--- src/rtl/nw_pkg.sv ---
// Shared definitions for the Needleman-Wunsch traceback writer and reader:
// step encodings, reader FSM states and default geometry.
package nw_pkg;

    localparam int NW_LENGTH      = 10;
    localparam int NW_CWIDTH      = 2;
    localparam int NW_CORD_LENGTH = 8;
    localparam int NW_MEM_SIZE    = 9;

    typedef enum logic [1:0] {
        OP_MATCH    = 2'b00,
        OP_MISMATCH = 2'b01,
        OP_INS      = 2'b10,
        OP_DEL      = 2'b11
    } nw_op_e;

    typedef enum logic [2:0] {
        RD_IDLE,
        RD_FETCH,
        RD_WAIT,
        RD_EMIT,
        RD_DONE,
        RD_ERR
    } rd_state_e;

endpackage

--- src/rtl/nw_step_decode.sv ---
// Classifies one traceback step from the previous to the current coordinate
// and picks the characters involved; bad flags any step the path cannot take.
module nw_step_decode
    import nw_pkg::*;
#(
    parameter int LENGTH      = NW_LENGTH,
    parameter int CWIDTH      = NW_CWIDTH,
    parameter int CORD_LENGTH = NW_CORD_LENGTH
) (
    input  logic                     first,
    input  logic [CORD_LENGTH-1:0]   prev_x,
    input  logic [CORD_LENGTH-1:0]   prev_y,
    input  logic [CORD_LENGTH-1:0]   cur_x,
    input  logic [CORD_LENGTH-1:0]   cur_y,
    input  logic [LENGTH*CWIDTH-1:0] s1,
    input  logic [LENGTH*CWIDTH-1:0] s2,
    output logic [1:0]               op,
    output logic [CWIDTH-1:0]        c1,
    output logic [CWIDTH-1:0]        c2,
    output logic                     bad
);

    logic [CORD_LENGTH-1:0] dx, dy;
    logic [CWIDTH-1:0]      ch1, ch2;
    logic                   in_x, in_y;
    logic                   diag, ins, del;

    assign dx = cur_x - prev_x;
    assign dy = cur_y - prev_y;

    // The first entry is a diagonal step from a virtual (-1,-1), so it must be (0,0).
    assign diag = first ? (cur_x == '0 && cur_y == '0)
                        : (dx == CORD_LENGTH'(1) && dy == CORD_LENGTH'(1));
    assign ins  = !first && dx == CORD_LENGTH'(1) && dy == '0;
    assign del  = !first && dx == '0 && dy == CORD_LENGTH'(1);

    always_comb begin
        ch1  = '0;
        ch2  = '0;
        in_x = 1'b0;
        in_y = 1'b0;
        for (int i = 0; i < LENGTH; i++) begin
            if (cur_y == CORD_LENGTH'(i)) begin
                ch1  = s1[i*CWIDTH +: CWIDTH];
                in_y = 1'b1;
            end
            if (cur_x == CORD_LENGTH'(i)) begin
                ch2  = s2[i*CWIDTH +: CWIDTH];
                in_x = 1'b1;
            end
        end
    end

    always_comb begin
        op  = OP_MATCH;
        c1  = '0;
        c2  = '0;
        bad = 1'b0;
        if (!in_x || !in_y) begin
            bad = 1'b1;
        end else if (diag) begin
            op = (ch1 == ch2) ? OP_MATCH : OP_MISMATCH;
            c1 = ch1;
            c2 = ch2;
        end else if (ins) begin
            op = OP_INS;
            c2 = ch2;
        end else if (del) begin
            op = OP_DEL;
            c1 = ch1;
        end else begin
            bad = 1'b1;
        end
    end

endmodule

--- src/rtl/nw_align_reader.sv ---
// Replays a stored traceback path (written end-to-start) as a forward stream
// of alignment steps over a valid/ready handshake.
module nw_align_reader
    import nw_pkg::*;
#(
    parameter int LENGTH      = NW_LENGTH,
    parameter int CWIDTH      = NW_CWIDTH,
    parameter int CORD_LENGTH = NW_CORD_LENGTH,
    parameter int MEM_SIZE    = NW_MEM_SIZE,
    parameter int BYTE_SIZE   = 2*CORD_LENGTH
) (
    input  logic                     clk,
    input  logic                     reset,
    input  logic                     start,
    input  logic [MEM_SIZE-1:0]      count,
    input  logic [LENGTH*CWIDTH-1:0] s1,
    input  logic [LENGTH*CWIDTH-1:0] s2,
    output logic [MEM_SIZE-1:0]      raddr,
    input  logic [BYTE_SIZE-1:0]     rdata,
    output logic [1:0]               op,
    output logic [CWIDTH-1:0]        c1,
    output logic [CWIDTH-1:0]        c2,
    output logic                     out_valid,
    input  logic                     out_ready,
    output logic                     busy,
    output logic                     done,
    output logic                     error
);

    localparam int MAX_COUNT = 2*LENGTH - 1;

    rd_state_e              state, next_state;
    logic [MEM_SIZE-1:0]    addr;
    logic [CORD_LENGTH-1:0] prev_x, prev_y, cur_x, cur_y;
    logic                   first;
    logic [1:0]             dec_op;
    logic [CWIDTH-1:0]      dec_c1, dec_c2;
    logic                   dec_bad;
    logic                   count_bad, at_end, end_bad;

    assign cur_x     = rdata[BYTE_SIZE-1 -: CORD_LENGTH];
    assign cur_y     = rdata[CORD_LENGTH-1:0];
    assign count_bad = (count == '0) || (int'(count) > MAX_COUNT);
    assign at_end    = (addr == '0);
    // Address 0 holds the entry the writer stored first: the far corner.
    assign end_bad   = at_end && (cur_x != CORD_LENGTH'(LENGTH-1) ||
                                  cur_y != CORD_LENGTH'(LENGTH-1));
    assign raddr     = addr;

    nw_step_decode #(
        .LENGTH      (LENGTH),
        .CWIDTH      (CWIDTH),
        .CORD_LENGTH (CORD_LENGTH)
    ) u_dec (
        .first  (first),
        .prev_x (prev_x),
        .prev_y (prev_y),
        .cur_x  (cur_x),
        .cur_y  (cur_y),
        .s1     (s1),
        .s2     (s2),
        .op     (dec_op),
        .c1     (dec_c1),
        .c2     (dec_c2),
        .bad    (dec_bad)
    );

    always_ff @(posedge clk or negedge reset) begin
        if (!reset) state <= RD_IDLE;
        else        state <= next_state;
    end

    always_comb begin
        next_state = state;
        case (state)
            RD_IDLE:  if (start) next_state = count_bad ? RD_ERR : RD_FETCH;
            RD_FETCH: next_state = RD_WAIT;
            RD_WAIT:  next_state = (dec_bad || end_bad) ? RD_ERR : RD_EMIT;
            RD_EMIT:  if (out_ready) next_state = at_end ? RD_DONE : RD_FETCH;
            RD_DONE:  next_state = RD_IDLE;
            RD_ERR:   next_state = RD_IDLE;
            default:  next_state = RD_IDLE;
        endcase
    end

    always_comb begin
        busy      = (state != RD_IDLE);
        out_valid = (state == RD_EMIT);
    end

    always_ff @(posedge clk or negedge reset) begin
        if (!reset) begin
            addr   <= '0;
            prev_x <= '0;
            prev_y <= '0;
            first  <= 1'b0;
            op     <= OP_MATCH;
            c1     <= '0;
            c2     <= '0;
            done   <= 1'b0;
            error  <= 1'b0;
        end else begin
            case (state)
                RD_IDLE: if (start) begin
                    done  <= 1'b0;
                    error <= 1'b0;
                    first <= 1'b1;
                    addr  <= count_bad ? '0 : count - MEM_SIZE'(1);
                end
                RD_WAIT: if (next_state == RD_EMIT) begin
                    op     <= dec_op;
                    c1     <= dec_c1;
                    c2     <= dec_c2;
                    prev_x <= cur_x;
                    prev_y <= cur_y;
                    first  <= 1'b0;
                end
                RD_EMIT: if (out_ready && !at_end) addr <= addr - MEM_SIZE'(1);
                RD_DONE: done  <= 1'b1;
                RD_ERR:  error <= 1'b1;
                default: ;
            endcase
        end
    end

endmodule
--- config.mk ---
export PLATFORM = sky130hd
export DESIGN_NAME = nw_align_reader
export DESIGN_NICKNAME = d
export VERILOG_FILES = /design/src/rtl/nw_pkg.sv /design/src/rtl/nw_step_decode.sv /design/src/rtl/nw_align_reader.sv
export SDC_FILE = /design/constraint.sdc
export NUM_CORES = 1
export LEC_CHECK = 0
export CORE_MARGIN = 1
export CORE_UTILIZATION = 40
export CTS_CLUSTER_DIAMETER = 60
export DETAILED_ROUTE_END_ITERATION = 8
export GPL_TIMING_DRIVEN = 1
export PLACE_DENSITY = 0.79
export SLEW_MARGIN = 20
export SYNTH_ARGS = -nofsm -noshare
export SYNTH_HDL_FRONTEND = slang
export SYNTH_SLANG_ARGS = --single-unit
--- constraint.sdc ---
create_clock -name clk -period 2.47 [get_ports clk]
set_input_delay 0.6175 -clock clk [delete_from_list [all_inputs] [get_ports clk]]
set_output_delay 0.6175 -clock clk [all_outputs]
set_load 0.05 [all_outputs]
==> impl_metrics.json <==
{
  "status": "finished, violations left",
  "violations": "setup timing",
  "globalplace.congestion": 0.843,
  "setup_viol": 25,
  "critical_path_class": "in2reg",
  "postSynthCellCount": 348,
  "std_cell_rows": 30,
  "clkLatencyLatePin_ns": 0.29,
  "syn_area_um2": 2950,
  "fin_crit_ns": 2.95,
  "htreeDepth": 2,
  "ys.flop_type": "dfrtp_1",
  "routed_wirelength_um": 10200,
  "critPathRequiredTime_ns": 2.65,
  "portBuffers": 87,
  "vias_per_cell": 5.61,
  "routedWlPerCell_um": 17.1,
  "grt_pass1_vias": 3441,
  "synth_cell_type_count": 59,
  "fin_tns_setup_ns": -10.22,
  "grt_pass1_wl_um": 15600,
  "die-width_um": 87.9,
  "nets": 590,
  "synth-seq-cells": 37,
  "final_max_slew_viol_count": 0,
  "final_cell_mix": "clkdlybuf4s50_1 (73), buf_4 (62), dfrtp_1 (37)",
  "path_buf_inv": 4,
  "synth-edff-count": 0,
  "hold_viol": 0,
  "fillerInstances": 489,
  "cp.arrival_ns": 3.13,
  "timing.hold.ws_ns": 0.504,
  "root_buffer": "clkbuf_8",
  "ys_async_sr_fraction_pct": 100,
  "postCtsHoldBufs": 0,
  "track_usage_pct": 26.2,
  "cpPeakStageDelay_ns": 0.55,
  "final_common_cell": "clkdlybuf4s50_1",
  "crit_family": "buffers and inverters",
  "cp-end-kind": "register",
  "path_clk_slew_ns": 0.08,
  "dr.max_layer_used": "met4",
  "powerDensity_nw_per_um2": 567,
  "wl_met2_um": 5340,
  "path_cells": "clkdlybuf4s50_1 > ha_1 > or4_4 > a21oi_2 > nand4b_1 > buf_6 > a2bb2oi_4 > buf_12 > buf_12 > mux2_2",
  "antenna_found_initial": 0,
  "drt_iter0_markers": 208,
  "fin_ws_ns": -0.481,
  "dp_hpwl_um": 7140,
  "multiInputGateArea_um2": 2190,
  "antenna_left": 0,
  "wl_met3_um": 482,
  "drc": 0,
  "fin_crit_sh_pct": 119,
  "rsz0062_at_grt": "true",
  "die-area_um2": 7720,
  "min_path_type": "reg2reg",
  "clockBufferDepth": 2,
  "cp-start-kind": "input pin",
  "regArea_um2": 926,
  "ys_seq_area_share_pct": 31.4,
  "layout-drive-gt1-share_pct": 30.4,
  "synth_fp_nets": 436,
  "core_area_um2": 6940,
  "cp_common_cell": "buf_12",
  "cts_buffers": 5,
  "finalClockSkew_ns": 0.00262,
  "start_util_pct": 42.5,
  "grt_overflow": 0,
  "critPathSlowestCell": "or4_4",
  "slew_headroom_pct": 65.0,
  "clock.fmax_mhz": 339,
  "path_max_fanout": 8,
  "final_core_util_pct": 70.5,
  "drt-met1-wl_um": 4250,
  "area.growth.synth_to_final_pct": 66.0,
  "cts_tree": "yes",
  "ir_worst_vdd_uv": 524,
  "drt_pass1_iterations": 6,
  "n_antenna_cell": 0,
  "num_vias": 3359,
  "p_leak_nw": 2.10,
  "die_y_um": 87.9,
  "max-cap-violations": 0,
  "grt_start_max_net_pins": 38,
  "worst_pin_slew_ns": 0.524,
  "synth.avg_cell_area_um2": 8.48,
  "clock-sinks": 37,
  "ys_warn_count": 0,
  "ios": 88
}
[per-stage QoR]
step	area [um^2]	setup slack, ns	instances	power [mW]
2_1_floorplan	3050	-0.532	348	1.60
3_3_place_gp	4440	-1.01	582	2.17
3_5_place_dp	4440	-1.06	582	2.20
4_1_cts	4770	-0.442	595	2.70
5_1_grt	4900	-0.524	599	2.93
6_report	4900	-0.481	599	2.78
[layer usage]
metal / up-vias / global-route usage [%]
li1: 1582 / -
met1: 1637 / 32.2
met2: 121 / 46.7
met3: 19 / 4.81
met4: 0 / 7.60
met5: - / 0
[registers in the layout (all words and copies together) (netlist names), 2 cells and up]
name and flops:
raddr 9, prev_x 8, prev_y 8, state 3, c1 2, c2 2
op 2
[worst reg2reg max path, delay by kind of cell (launching register included)]
| family | cells | cell delay (ns) |
|---|---|---|
| AO/OA/AOI/OAI | 2 | 0.26 |
| adder cells (fa/ha/maj) | 2 | 0.76 |
| buffers and inverters | 3 | 0.44 |
| flip-flops | 1 | 0.43 |
| multiplexers | 1 | 0.27 |
| AND/OR/NAND/NOR | 3 | 0.63 |
[cells in the mapped netlist (all sizes together) (5+ instances only)]
| cell type | n | area (um^2) |
|---|---|---|
| a21oi | 23 | 126 |
| and2 | 5 | 31.3 |
| clkbuf | 7 | 26.3 |
| dfrtp | 37 | 926 |
| ha | 17 | 213 |
| inv | 28 | 105 |
| mux2 | 7 | 78.8 |
| mux2i | 9 | 90.1 |
| nand2 | 30 | 113 |
| nand2b | 6 | 37.5 |
| nand3 | 11 | 55.1 |
| nor2 | 33 | 126 |
| nor2b | 7 | 43.8 |
| nor3 | 11 | 55.1 |
| o21ai | 32 | 160 |
| o31ai | 5 | 37.5 |
| or3 | 5 | 36.3 |
| xnor2 | 6 | 52.6 |
[layout make-up]
type	instances	share of cell area (%)
Multi-Input combinational cell	274	44.8
Timing Repair Buffer	156	29.5
Sequential cell	37	18.9
Tap cell	96	2.45
Inverter	28	2.25
Clock buffer	7	1.97
Clock inverter	1	0.102
[logic make-up (layout without fill, tap and decap cells)]
logic type | count (synthesis) | in the layout | share of synthesized area, %
AOI/OAI and AO/OA | 97 | 97 | 21.6
muxes | 20 | 20 | 8.78
adders and majority gates | 19 | 19 | 8.57
DFF | 37 | 37 | 31.4
buffers and inverters | 37 | 192 | 4.75
xor gates and xnor gates | 8 | 8 | 2.37
and+or+nand+nor | 130 | 130 | 22.6
[what timing repair did]
item | in CTS | in global routing
pin swaps | 25 | 20
endpoints found under the setup margin | 25 | 29
setup buffers | 5 | 6
gates resized for setup | 62 | 28
endpoints found under the hold margin | 0 | 0
[final timing paths]
kind / startpoint / end / slack (ns) / cells after the start
max in group asynchronous: reset / c2[0] / 1.38 / 2
worst max-delay path: rdata[11] / prev_y[3] / -0.48 / 10
worst max register to register: prev_x[0] / prev_y[3] / -0.44 / 11
worst min register to register: c1[1] / c1[1] / 0.50 / 2
worst min-delay path: c1[1] / c1[1] / 0.50 / 2
min in group asynchronous: reset / done / 0.75 / 2
[where the power goes]
part / internal, mW / switching, mW / total (mW)
Combinational: 0.624 / 0.876 / 1.50
Sequential: 0.692 / 0.109 / 0.801
Clock: 0.253 / 0.225 / 0.478
Total: 1.57 / 1.21 / 2.78
Power figures use the tool's default switching activity.
